==> src/rtl/sound_pkg.sv <==
// Shared constants and types for the sound output path: sample/frame widths,
// mix offset and scaling, and the DC-blocking filter shift.
package sound_pkg;

  localparam int SAMPLE_W    = 16;
  localparam int FRAME_W     = 32;
  localparam int BIT_CNT_W   = $clog2(FRAME_W);
  localparam int MIX_OFFSET  = 240;
  localparam int SCALE_SHIFT = 6;
  localparam int HPF_SHIFT   = 8;
  localparam int HPF_ACC_W   = 18;

  typedef logic signed [SAMPLE_W-1:0] sample_t;

  // Left occupies the upper half so it is shifted out first.
  typedef struct packed {
    sample_t l;
    sample_t r;
  } frame_t;

endpackage

==> src/rtl/sound_i2s_tx.sv <==
// I2S transmitter: BCLK/LRCK generation, 32-bit frame shifter with the
// standard one-bit data delay, and the per-frame sample strobe.
module sound_i2s_tx
  import sound_pkg::*;
#(
  parameter int BCLK_DIV = 2
) (
  input  logic   clk,
  input  logic   rst,
  input  frame_t frame,
  output logic   frame_load,
  output logic   i2s_bclk,
  output logic   i2s_lrck,
  output logic   i2s_sdata,
  output logic   sample_strobe
);

  localparam int DIV_W = (BCLK_DIV > 1) ? $clog2(BCLK_DIV) : 1;
  localparam logic [DIV_W-1:0] DIV_LAST = DIV_W'(BCLK_DIV - 1);

  logic [DIV_W-1:0]     div_cnt;
  logic [BIT_CNT_W-1:0] bit_cnt;
  logic [BIT_CNT_W-1:0] bit_cnt_nxt;
  logic [FRAME_W-1:0]   shreg;
  logic                 div_term;
  logic                 bclk_fall;

  always_comb begin
    div_term    = (div_cnt == DIV_LAST);
    bclk_fall   = div_term && i2s_bclk;
    bit_cnt_nxt = bit_cnt + BIT_CNT_W'(1);
    frame_load  = bclk_fall && (bit_cnt == '1);
  end

  // Data leaves from the top of the shifter, so the bit emitted on the load
  // edge is the last bit of the previous frame (one-slot I2S delay).
  always_ff @(posedge clk) begin
    if (rst) begin
      div_cnt       <= '0;
      i2s_bclk      <= 1'b0;
      bit_cnt       <= '1;
      i2s_lrck      <= 1'b0;
      i2s_sdata     <= 1'b0;
      shreg         <= '0;
      sample_strobe <= 1'b0;
    end else begin
      sample_strobe <= frame_load;
      if (div_term) begin
        div_cnt  <= '0;
        i2s_bclk <= ~i2s_bclk;
      end else begin
        div_cnt <= div_cnt + DIV_W'(1);
      end
      if (bclk_fall) begin
        bit_cnt   <= bit_cnt_nxt;
        i2s_lrck  <= bit_cnt_nxt[BIT_CNT_W-1];
        i2s_sdata <= shreg[FRAME_W-1];
        shreg     <= frame_load ? frame : {shreg[FRAME_W-2:0], 1'b0};
      end
    end
  end

endmodule

==> src/rtl/sound_mixer_i2s.sv <==
// Final channel mixer (NR51 panning, NR50 volume, NR52 master) feeding the I2S
// transmitter. Define SOUND_HPF_EN to add a per-side DC-blocking filter.
module sound_mixer_i2s
  import sound_pkg::*;
#(
  parameter int BCLK_DIV = 2
) (
  input  logic        clk,
  input  logic        rst,
  input  logic [15:0] ch_level,
  input  logic [3:0]  ch_enable,
  input  logic [7:0]  nr50,
  input  logic [7:0]  nr51,
  input  logic        master_en,
  output logic        i2s_bclk,
  output logic        i2s_lrck,
  output logic        i2s_sdata,
  output logic        sample_strobe
);

  // Sum routed channels (0..60), scale by vol+1 (0..480), centre and widen.
  function automatic sample_t mix_side(input logic [15:0] lvl,
                                       input logic [3:0]  en,
                                       input logic [3:0]  route,
                                       input logic [2:0]  vol);
    logic [5:0]        sum;
    logic [8:0]        scaled;
    logic signed [9:0] centered;
    sample_t           wide;
    sum = '0;
    for (int n = 0; n < 4; n++) begin
      if (en[n] && route[n]) sum = sum + 6'(lvl[4*n +: 4]);
    end
    scaled   = 9'(sum) * (9'(vol) + 9'd1);
    centered = $signed({1'b0, scaled}) - $signed(10'(MIX_OFFSET));
    wide     = {{(SAMPLE_W-10){centered[9]}}, centered};
    return wide <<< SCALE_SHIFT;
  endfunction

  sample_t sample_l_p0;
  sample_t sample_r_p0;
  frame_t  frame;
  logic    frame_load;

  // Stage p0: registered mix, forced to silence when the master is off.
  always_ff @(posedge clk) begin
    if (rst || !master_en) begin
      sample_l_p0 <= '0;
      sample_r_p0 <= '0;
    end else begin
      sample_l_p0 <= mix_side(ch_level, ch_enable, nr51[7:4], nr50[6:4]);
      sample_r_p0 <= mix_side(ch_level, ch_enable, nr51[3:0], nr50[2:0]);
    end
  end

`ifdef SOUND_HPF_EN
  localparam logic signed [HPF_ACC_W-1:0] ACC_MAX = HPF_ACC_W'((1 << (SAMPLE_W-1)) - 1);
  localparam logic signed [HPF_ACC_W-1:0] ACC_MIN = -ACC_MAX - HPF_ACC_W'(1);

  function automatic sample_t sat_sample(input logic signed [HPF_ACC_W-1:0] acc);
    if (acc > ACC_MAX) return {1'b0, {(SAMPLE_W-1){1'b1}}};
    if (acc < ACC_MIN) return {1'b1, {(SAMPLE_W-1){1'b0}}};
    return acc[SAMPLE_W-1:0];
  endfunction

  function automatic sample_t hpf_step(input sample_t x, input sample_t x_prev,
                                       input sample_t y_prev);
    logic signed [HPF_ACC_W-1:0] xe;
    logic signed [HPF_ACC_W-1:0] xpe;
    logic signed [HPF_ACC_W-1:0] ype;
    logic signed [HPF_ACC_W-1:0] acc;
    xe  = {{(HPF_ACC_W-SAMPLE_W){x[SAMPLE_W-1]}}, x};
    xpe = {{(HPF_ACC_W-SAMPLE_W){x_prev[SAMPLE_W-1]}}, x_prev};
    ype = {{(HPF_ACC_W-SAMPLE_W){y_prev[SAMPLE_W-1]}}, y_prev};
    acc = xe - xpe + ype - (ype >>> HPF_SHIFT);
    return sat_sample(acc);
  endfunction

  sample_t hpf_x_l, hpf_x_r;
  sample_t hpf_y_l, hpf_y_r;
  sample_t filt_l, filt_r;

  // Filter output is combinational so it lands in the frame it was computed for.
  always_comb begin
    filt_l = hpf_step(sample_l_p0, hpf_x_l, hpf_y_l);
    filt_r = hpf_step(sample_r_p0, hpf_x_r, hpf_y_r);
  end

  assign frame = {filt_l, filt_r};

  always_ff @(posedge clk) begin
    if (rst || !master_en) begin
      hpf_x_l <= '0;
      hpf_x_r <= '0;
      hpf_y_l <= '0;
      hpf_y_r <= '0;
    end else if (frame_load) begin
      hpf_x_l <= sample_l_p0;
      hpf_x_r <= sample_r_p0;
      hpf_y_l <= filt_l;
      hpf_y_r <= filt_r;
    end
  end
`else
  logic unused_frame_load;

  assign frame             = {sample_l_p0, sample_r_p0};
  assign unused_frame_load = frame_load;
`endif

  sound_i2s_tx #(
    .BCLK_DIV (BCLK_DIV)
  ) u_tx (
    .clk           (clk),
    .rst           (rst),
    .frame         (frame),
    .frame_load    (frame_load),
    .i2s_bclk      (i2s_bclk),
    .i2s_lrck      (i2s_lrck),
    .i2s_sdata     (i2s_sdata),
    .sample_strobe (sample_strobe)
  );

endmodule

==> config.mk <==
export PLATFORM = sky130hd
export DESIGN_NAME = sound_mixer_i2s
export DESIGN_NICKNAME = d
export VERILOG_FILES = /design/src/rtl/sound_pkg.sv /design/src/rtl/sound_i2s_tx.sv /design/src/rtl/sound_mixer_i2s.sv
export SDC_FILE = /design/constraint.sdc
export NUM_CORES = 1
export LEC_CHECK = 0
export ABC_AREA = 1
export CAP_MARGIN = 20
export CELL_PAD_IN_SITES_DETAIL_PLACEMENT = 0
export CELL_PAD_IN_SITES_GLOBAL_PLACEMENT = 1
export CORE_UTILIZATION = 43
export DETAILED_ROUTE_END_ITERATION = 12
export PLACE_DENSITY_LB_ADDON = 0.1
export SLEW_MARGIN = 20
export SYNTH_ARGS = -nofsm -noshare
export SYNTH_HDL_FRONTEND = slang
export SYNTH_SLANG_ARGS = --single-unit
==> constraint.sdc <==
create_clock -name clk -period 8.5 [get_ports clk]
set_input_delay 2.125 -clock clk [delete_from_list [all_inputs] [get_ports clk]]
set_output_delay 2.125 -clock clk [all_outputs]
set_load 0.01 [all_outputs]
==> results.cfg, run 1 <==
[status]
status = finished clean

[worst_hold_path]
hp-start = sample_r_p0[6]
worstHoldPathType = reg -> reg
hold_depth = 2
hold_end = u_tx.shreg[6]

[critical_path]
rr_endpoint = u_tx.shreg[6]
cp.depth = 38
crit_path_top_delay_cell = fa_1
critical_path.top_delay_family = adder cells
end_kind = flop
r2r_slack_ns = 5.90
criticalPathCategory = in -> reg
ff2ff_path_depth = 8
path_common_cell = nand2_1
cp.arrival_ns = 8.21
r2r_start = u_tx.bit_cnt[0]
worstPathMaxFanout = 4
max_stage_delay_ns = 0.52
cp-start-kind = primary input
required_ns = 8.70
path_buf_inv = 7

[layout]
instances_no_fill = 823
n_antenna_cell = 0
nets = 800
syn_to_final_growth_pct = 16.0
drive_above_1_share_pct = 7.28
nFillCells = 1079

[synthesis]
yosysSeqAreaShare_pct = 24.1
avgSynthCellArea_um2 = 7.23
yosysTopAreaCell = dfxtp_1
synthCells = 642
synthFlopType = dfxtp_1
ys_ff_latch = 56
synthTopCellsByArea = dfxtp_1, ha_1, fa_1
synth_enable_flop_cells = 0
synth.distinct_cells = 31
yosysWarnings = 0
syn_area_um2 = 4640
netlist.area_leader.share_pct = 24.1
synthArstFlopShare_pct = 0
synth.net_count = 756

[placed_design]
dp.cells = 813
dp_hpwl_mm = 7.65
gp_congestion = 0.891
numPortBuffers = 40

[drt]
ant_nets = 0
wl_per_cell_um = 11.3
viasPerCell = 4.89
detail_route.first_pass.iterations = 4
num_vias = 4022
drc_errors = 0
postRouteWirelength_mm = 9.32
drtIter0Drc = 122

[clock_network]
cts.htree.levels = 2
cts_tree = yes
clk_pin_slew_ns = 0.10
cts_made_buffers = 5
hold_buffers = 0
clockBufferDepth = 2
cts_sinks = 56
insertion_delay_ns = 0.30
root_buffer = clkbuf_8

[floorplanning]
die_w_um = 106
die_h_um = 106
io_pins = 43
initial_core_util_pct = 44.6
dieArea_um2 = 11200
fp-row-count = 37
core-area_um2 = 10400

[sta]
slew_headroom_pct = 43.0
hold_viol_final = 0
min_period_ns = 8.00
slew_viol_final = 0
clock-skew-final_ns = 0.00953
tightest_slew_ns = 0.853
min_period_over_period_pct = 94.1
setup_viol = 0
fmax_mhz = 125
whs_ns = 0.445
tns_ns = 0
rsz0062_at_grt = yes

[grt]
antenna_found_initial = 0
grt_pass1_vias = 3970
grt_usage_pct = 17.9
grt_pass1_wl_mm = 16.8
grt_overflow = 0
grt_max_degree = 37

[pwr]
ir_worst_vdd_mv = 0.0890
p_leak_uw = 0.00258
pwr_density_cell_nw_per_um2 = 141
p_total_uw = 759

[flow_run]
drv_cap = 0
how the worst max path moves through the flow:
stage                       startpoint              end  slack [ns]
after global routing           nr51[4]  sample_l_p0[14]       -0.05
after CTS                      nr51[0]  sample_r_p0[14]        0.42
after detailed placement       nr51[4]  sample_l_p0[14]        0.11
final                          nr51[4]  sample_l_p0[14]        0.50
after floorplan           ch_enable[0]  sample_l_p0[14]        0.97
after global placement    ch_enable[0]  sample_l_p0[14]        0.13
Yosys cell counts, drive strengths merged, types with 5 or more instances:
master    n
a21oi    29
o22ai    18
nand2   125
ha       53
clkbuf    8
nand3    29
fa       22
nor2     76
o32ai     7
or2       9
xor2     11
o21ai    48
xnor2    12
dfxtp    56
inv     115
nand4     5
layout make-up:
cell class              count  area, µm²  share of cell area, %
flip-flops and latches     56       1120                   20.8
repair buffers             46        445                   8.27
clock buffers               6       82.6                   1.53
clock inverters             2       38.8                  0.720
multi-input cells         458       3080                   57.2
well taps                 136        170                   3.16
inverters                 119        447                   8.29
state kept, by name, summed over array words and instances (netlist names):
name	flops
sample_r_p0	10
u_tx.i2s_bclk	1
u_tx.i2s_lrck	1
u_tx.i2s_sdata	1
sample_l_p0	10
u_tx.shreg	26
u_tx.bit_cnt	5
u_tx.sample_strobe	1
u_tx.div_cnt	1
metrics by stage:
step	setup slack (ns)	utilization (%)	instance area (µm²)
floorplan	0.971	-	4640
global placement	0.129	50.0	5210
detailed placement	0.108	50.0	5210
CTS	0.416	51.2	5330
global route	-0.0483	51.7	5390
finish	0.498	51.7	5390
cell families (layout without fill, tap and decap cells):
logic type	Yosys count	in the layout	share of synthesized area (%)
AO/OA/AOI/OAI	110	110	14.0
XOR/XNOR	23	23	4.34
adder cells (fa/ha/maj)	75	75	23.8
buffers and inverters	128	173	10.4
flip-flops	56	56	24.1
multiplexers	2	2	0.431
AND/OR/NAND/NOR	248	248	22.9
power by group:
| part | internal, µW | switching, µW |
|---|---|---|
| sequential | 279 | 4.96 |
| combinational | 123 | 175 |
| clock | 96.4 | 81.2 |
cells in the final DEF, fill, tap and decap left out, drive strengths merged:
cell / synthesis / layout
clkbuf: 8 / 6
nand3: 29 / 29
o22ai: 18 / 18
o32ai: 7 / 7
xor2: 11 / 11
nand2: 125 / 125
o211ai: 4 / 4
fa: 22 / 22
buf: 1 / 6
clkinv: 4 / 5
a21o: 2 / 2
a21oi: 29 / 29
bufinv: 0 / 1
mux2i: 2 / 2
a31oi: 2 / 2
clkdlybuf4s50: 0 / 40
ha: 53 / 53
nor3: 3 / 3
dfxtp: 56 / 56
nand4: 5 / 5
nand3b: 1 / 1
inv: 115 / 115
or2: 9 / 9
o21ai: 48 / 48
xnor2: 12 / 12
nor2: 76 / 76
what timing repair did:
item	CTS	global route
hold endpoints to repair	0	0
resized for setup	0	9
buffers inserted	0	2
endpoints found under the setup margin	0	5
per-layer routing:
| layer | GRT usage (%) | up-vias | routed length, µm |
|---|---|---|---|
| li1 | - | 2135 | - |
| met1 | 22.9 | 1803 | 4550 |
| met2 | 32.5 | 76 | 4440 |
| met3 | 2.02 | 8 | 257 |
| met4 | 3.37 | 0 | 76 |
| met5 | 0 | - | 0 |
worst register-to-register path, stage by stage, from the launching register on:
cell,delay [ns]
dfxtp_1,0.39
ha_1,0.18
inv_1,0.05
nor2_1,0.10
ha_1,0.38
clkinv_1,0.74
nor3_1,0.50
nand2_1,0.09
o21ai_0,0.08
Power figures use the tool's default switching activity.
==> inputs of run 2 (changes only) <==
--- a/config.mk
+++ b/config.mk
@@ -9,8 +9,10 @@
 export CAP_MARGIN = 20
 export CELL_PAD_IN_SITES_DETAIL_PLACEMENT = 0
 export CELL_PAD_IN_SITES_GLOBAL_PLACEMENT = 1
+export CORE_MARGIN = 5
 export CORE_UTILIZATION = 43
 export DETAILED_ROUTE_END_ITERATION = 12
+export GPL_TIMING_DRIVEN = 1
 export PLACE_DENSITY_LB_ADDON = 0.1
 export SLEW_MARGIN = 20
 export SYNTH_ARGS = -nofsm -noshare
==> run 2 against run 1 <==
Compared with the run above: global-route usage down 2.8 points; sequential power about the same; register-to-register slack worse by 0.07 ns; core utilization down 1.6 points; cell area down 0.51%; sequential share of layout area up 0.11 points; critical path type unchanged.
==> results.cfg, run 2 (synthesis gave the netlist of run 1 again) <==
[drt]
detail_route.first_pass.iterations = 4
ant_nets = 0
viasPerCell = 4.87
num_vias = 4020
drc_errors = 0
postRouteWirelength_mm = 9.28
drtIter0Drc = 144
wl_per_cell_um = 11.2

[worst_hold_path]
hold_depth = 1
hp-start = u_tx.div_cnt
worstHoldPathType = reg -> reg
hold_end = u_tx.div_cnt

[sta]
rsz0062_at_grt = no
setup_viol = 0
slew_headroom_pct = 40.9
clock-skew-final_ns = 0.00950
tns_ns = 0
hold_viol_final = 0
min_period_ns = 7.99
setup_slack_ns = 0.513
tightest_slew_ns = 0.885
slew_viol_final = 0
fmax_mhz = 125
min_period_over_period_pct = 94.0

[critical_path]
cp.arrival_ns = 8.20
criticalPathCategory = in -> reg
worstPathMaxFanout = 4
crit_path_top_delay_cell = fa_1
rr_endpoint = u_tx.shreg[6]
cp-start-kind = primary input
ff2ff_path_depth = 8
r2r_slack_ns = 5.83
r2r_start = u_tx.bit_cnt[0]
required_ns = 8.71
max_stage_delay_ns = 0.52
end_kind = flop

[grt]
grt_usage_pct = 15.1
antenna_found_initial = 0
grt_max_degree = 37
grt_overflow = 0
grt_pass1_vias = 3965
grt_pass1_wl_mm = 16.7

[clock_network]
insertion_delay_ns = 0.31
clk_pin_slew_ns = 0.11
cts_made_buffers = 5
cts.htree.levels = 2
cts_tree = yes
cts_sinks = 56
root_buffer = clkbuf_8
clockBufferDepth = 2

[layout]
drive_above_1_share_pct = 7.15
n_antenna_cell = 0
final_cell_mix = inv_1, nand2_1, nor2_1
largestRegisters = u_tx.shreg (26), sample_l_p0 (10), sample_r_p0 (10)
top_register = u_tx.shreg
nets = 798
instances_no_fill = 825
largest_reg_flops = 26
syn_to_final_growth_pct = 15.4

[placed_design]
numPortBuffers = 40
gp_congestion = 0.842
dp_hpwl_mm = 7.75
place_ws_ns = 0.0103
dp.cells = 816

[pwr]
clockPowerShare_pct = 20.4
ir_worst_vdd_mv = 0.0864
p_total_uw = 723
p_leak_uw = 0.00256
p_sw_share_pct = 36.5
power_frac_comb_pct = 40.3
switchingPower_uw = 264
pwr_density_cell_nw_per_um2 = 135
p_seq_share_pct = 39.3
p_int_uw = 460

[floorplanning]
core-area_um2 = 10700
die_w_um = 114
die_h_um = 114
dieArea_um2 = 13000
fp-row-count = 38
io_pins = 43
initial_core_util_pct = 43.4

[status]
status = finished clean

[flow_run]
drv_cap = 0
## run 2: changes by cell type in the layout (fill, tap and decap cells not counted), sizes merged
cell,previous run,this run
inv,115,116
clkbuf,6,5
clkinvlp,0,1
bufinv,1,0
buf,6,4
## run 2: layer usage
| layer | up-vias | part of all wire, % | track usage (%) |
|---|---|---|---|
| li1 | 2145 | - | - |
| met1 | 1832 | 51 | 20.0 |
| met2 | 37 | 47 | 26.8 |
| met3 | 6 | 1.9 | 1.86 |
| met4 | 0 | 0.94 | 2.77 |
| met5 | - | 0 | 0 |
## run 2: metrics by stage
| stage | hold WS (ns) | cell area, µm² | util [%] |
|---|---|---|---|
| 5_1_grt | 0.479 | 5360 | 50.1 |
| 2_1_floorplan | 0.406 | 4640 | - |
| 3_5_place_dp | 0.436 | 5210 | 48.7 |
| 6_report | 0.455 | 5360 | 50.1 |
| 3_3_place_gp | 0.421 | 5210 | 48.7 |
| 4_1_cts | 0.459 | 5300 | 49.6 |
## run 2: worst max path at each step
stage | slack (ns) | start | endpoint
floorplan | 0.97 | ch_enable[0] | sample_l_p0[14]
global placement | 0.06 | nr51[0] | sample_r_p0[14]
detailed placement | 0.01 | nr51[0] | sample_r_p0[14]
CTS | 0.35 | nr51[0] | sample_r_p0[14]
global route | 0.006 | nr51[4] | sample_l_p0[14]
finish | 0.51 | nr51[4] | sample_l_p0[14]
## run 2: cell type report
type / count / area (µm²)
clock buffers: 5 / 68.8
inverters: 119 / 447
clock inverters: 3 / 27.5
well taps: 140 / 175
multi-input cells: 458 / 3090
flip-flops and latches: 56 / 1120
fillers: 1112 / 5340
repair buffers: 44 / 430
## run 2: critical path: cells and delay by family
family | cells | cell delay (ns)
adder cells (fa/ha/maj) | 7 | 2.92
AO/OA/AOI/OAI | 7 | 1.02
XOR/XNOR | 1 | 0.21
buffers and inverters | 9 | 1.00
AND/OR/NAND/NOR | 12 | 0.93
## run 2: what timing repair did
item | 4_1_cts | 5_1_grt
hold buffers | 0 | 0
hold endpoints to repair | 0 | 0
setup endpoints to repair | 0 | 5
gates resized for setup | 0 | 9
buffers inserted | 0 | 1
## run 2: power groups by stage
stage | registers [µW] | logic (µW) | clock network (µW)
2_1_floorplan | 289 | 218 | 0
3_3_place_gp | 290 | 285 | 0
3_5_place_dp | 290 | 290 | 0
4_1_cts | 284 | 292 | 156
5_1_grt | 286 | 344 | 165
6_report | 284 | 292 | 148
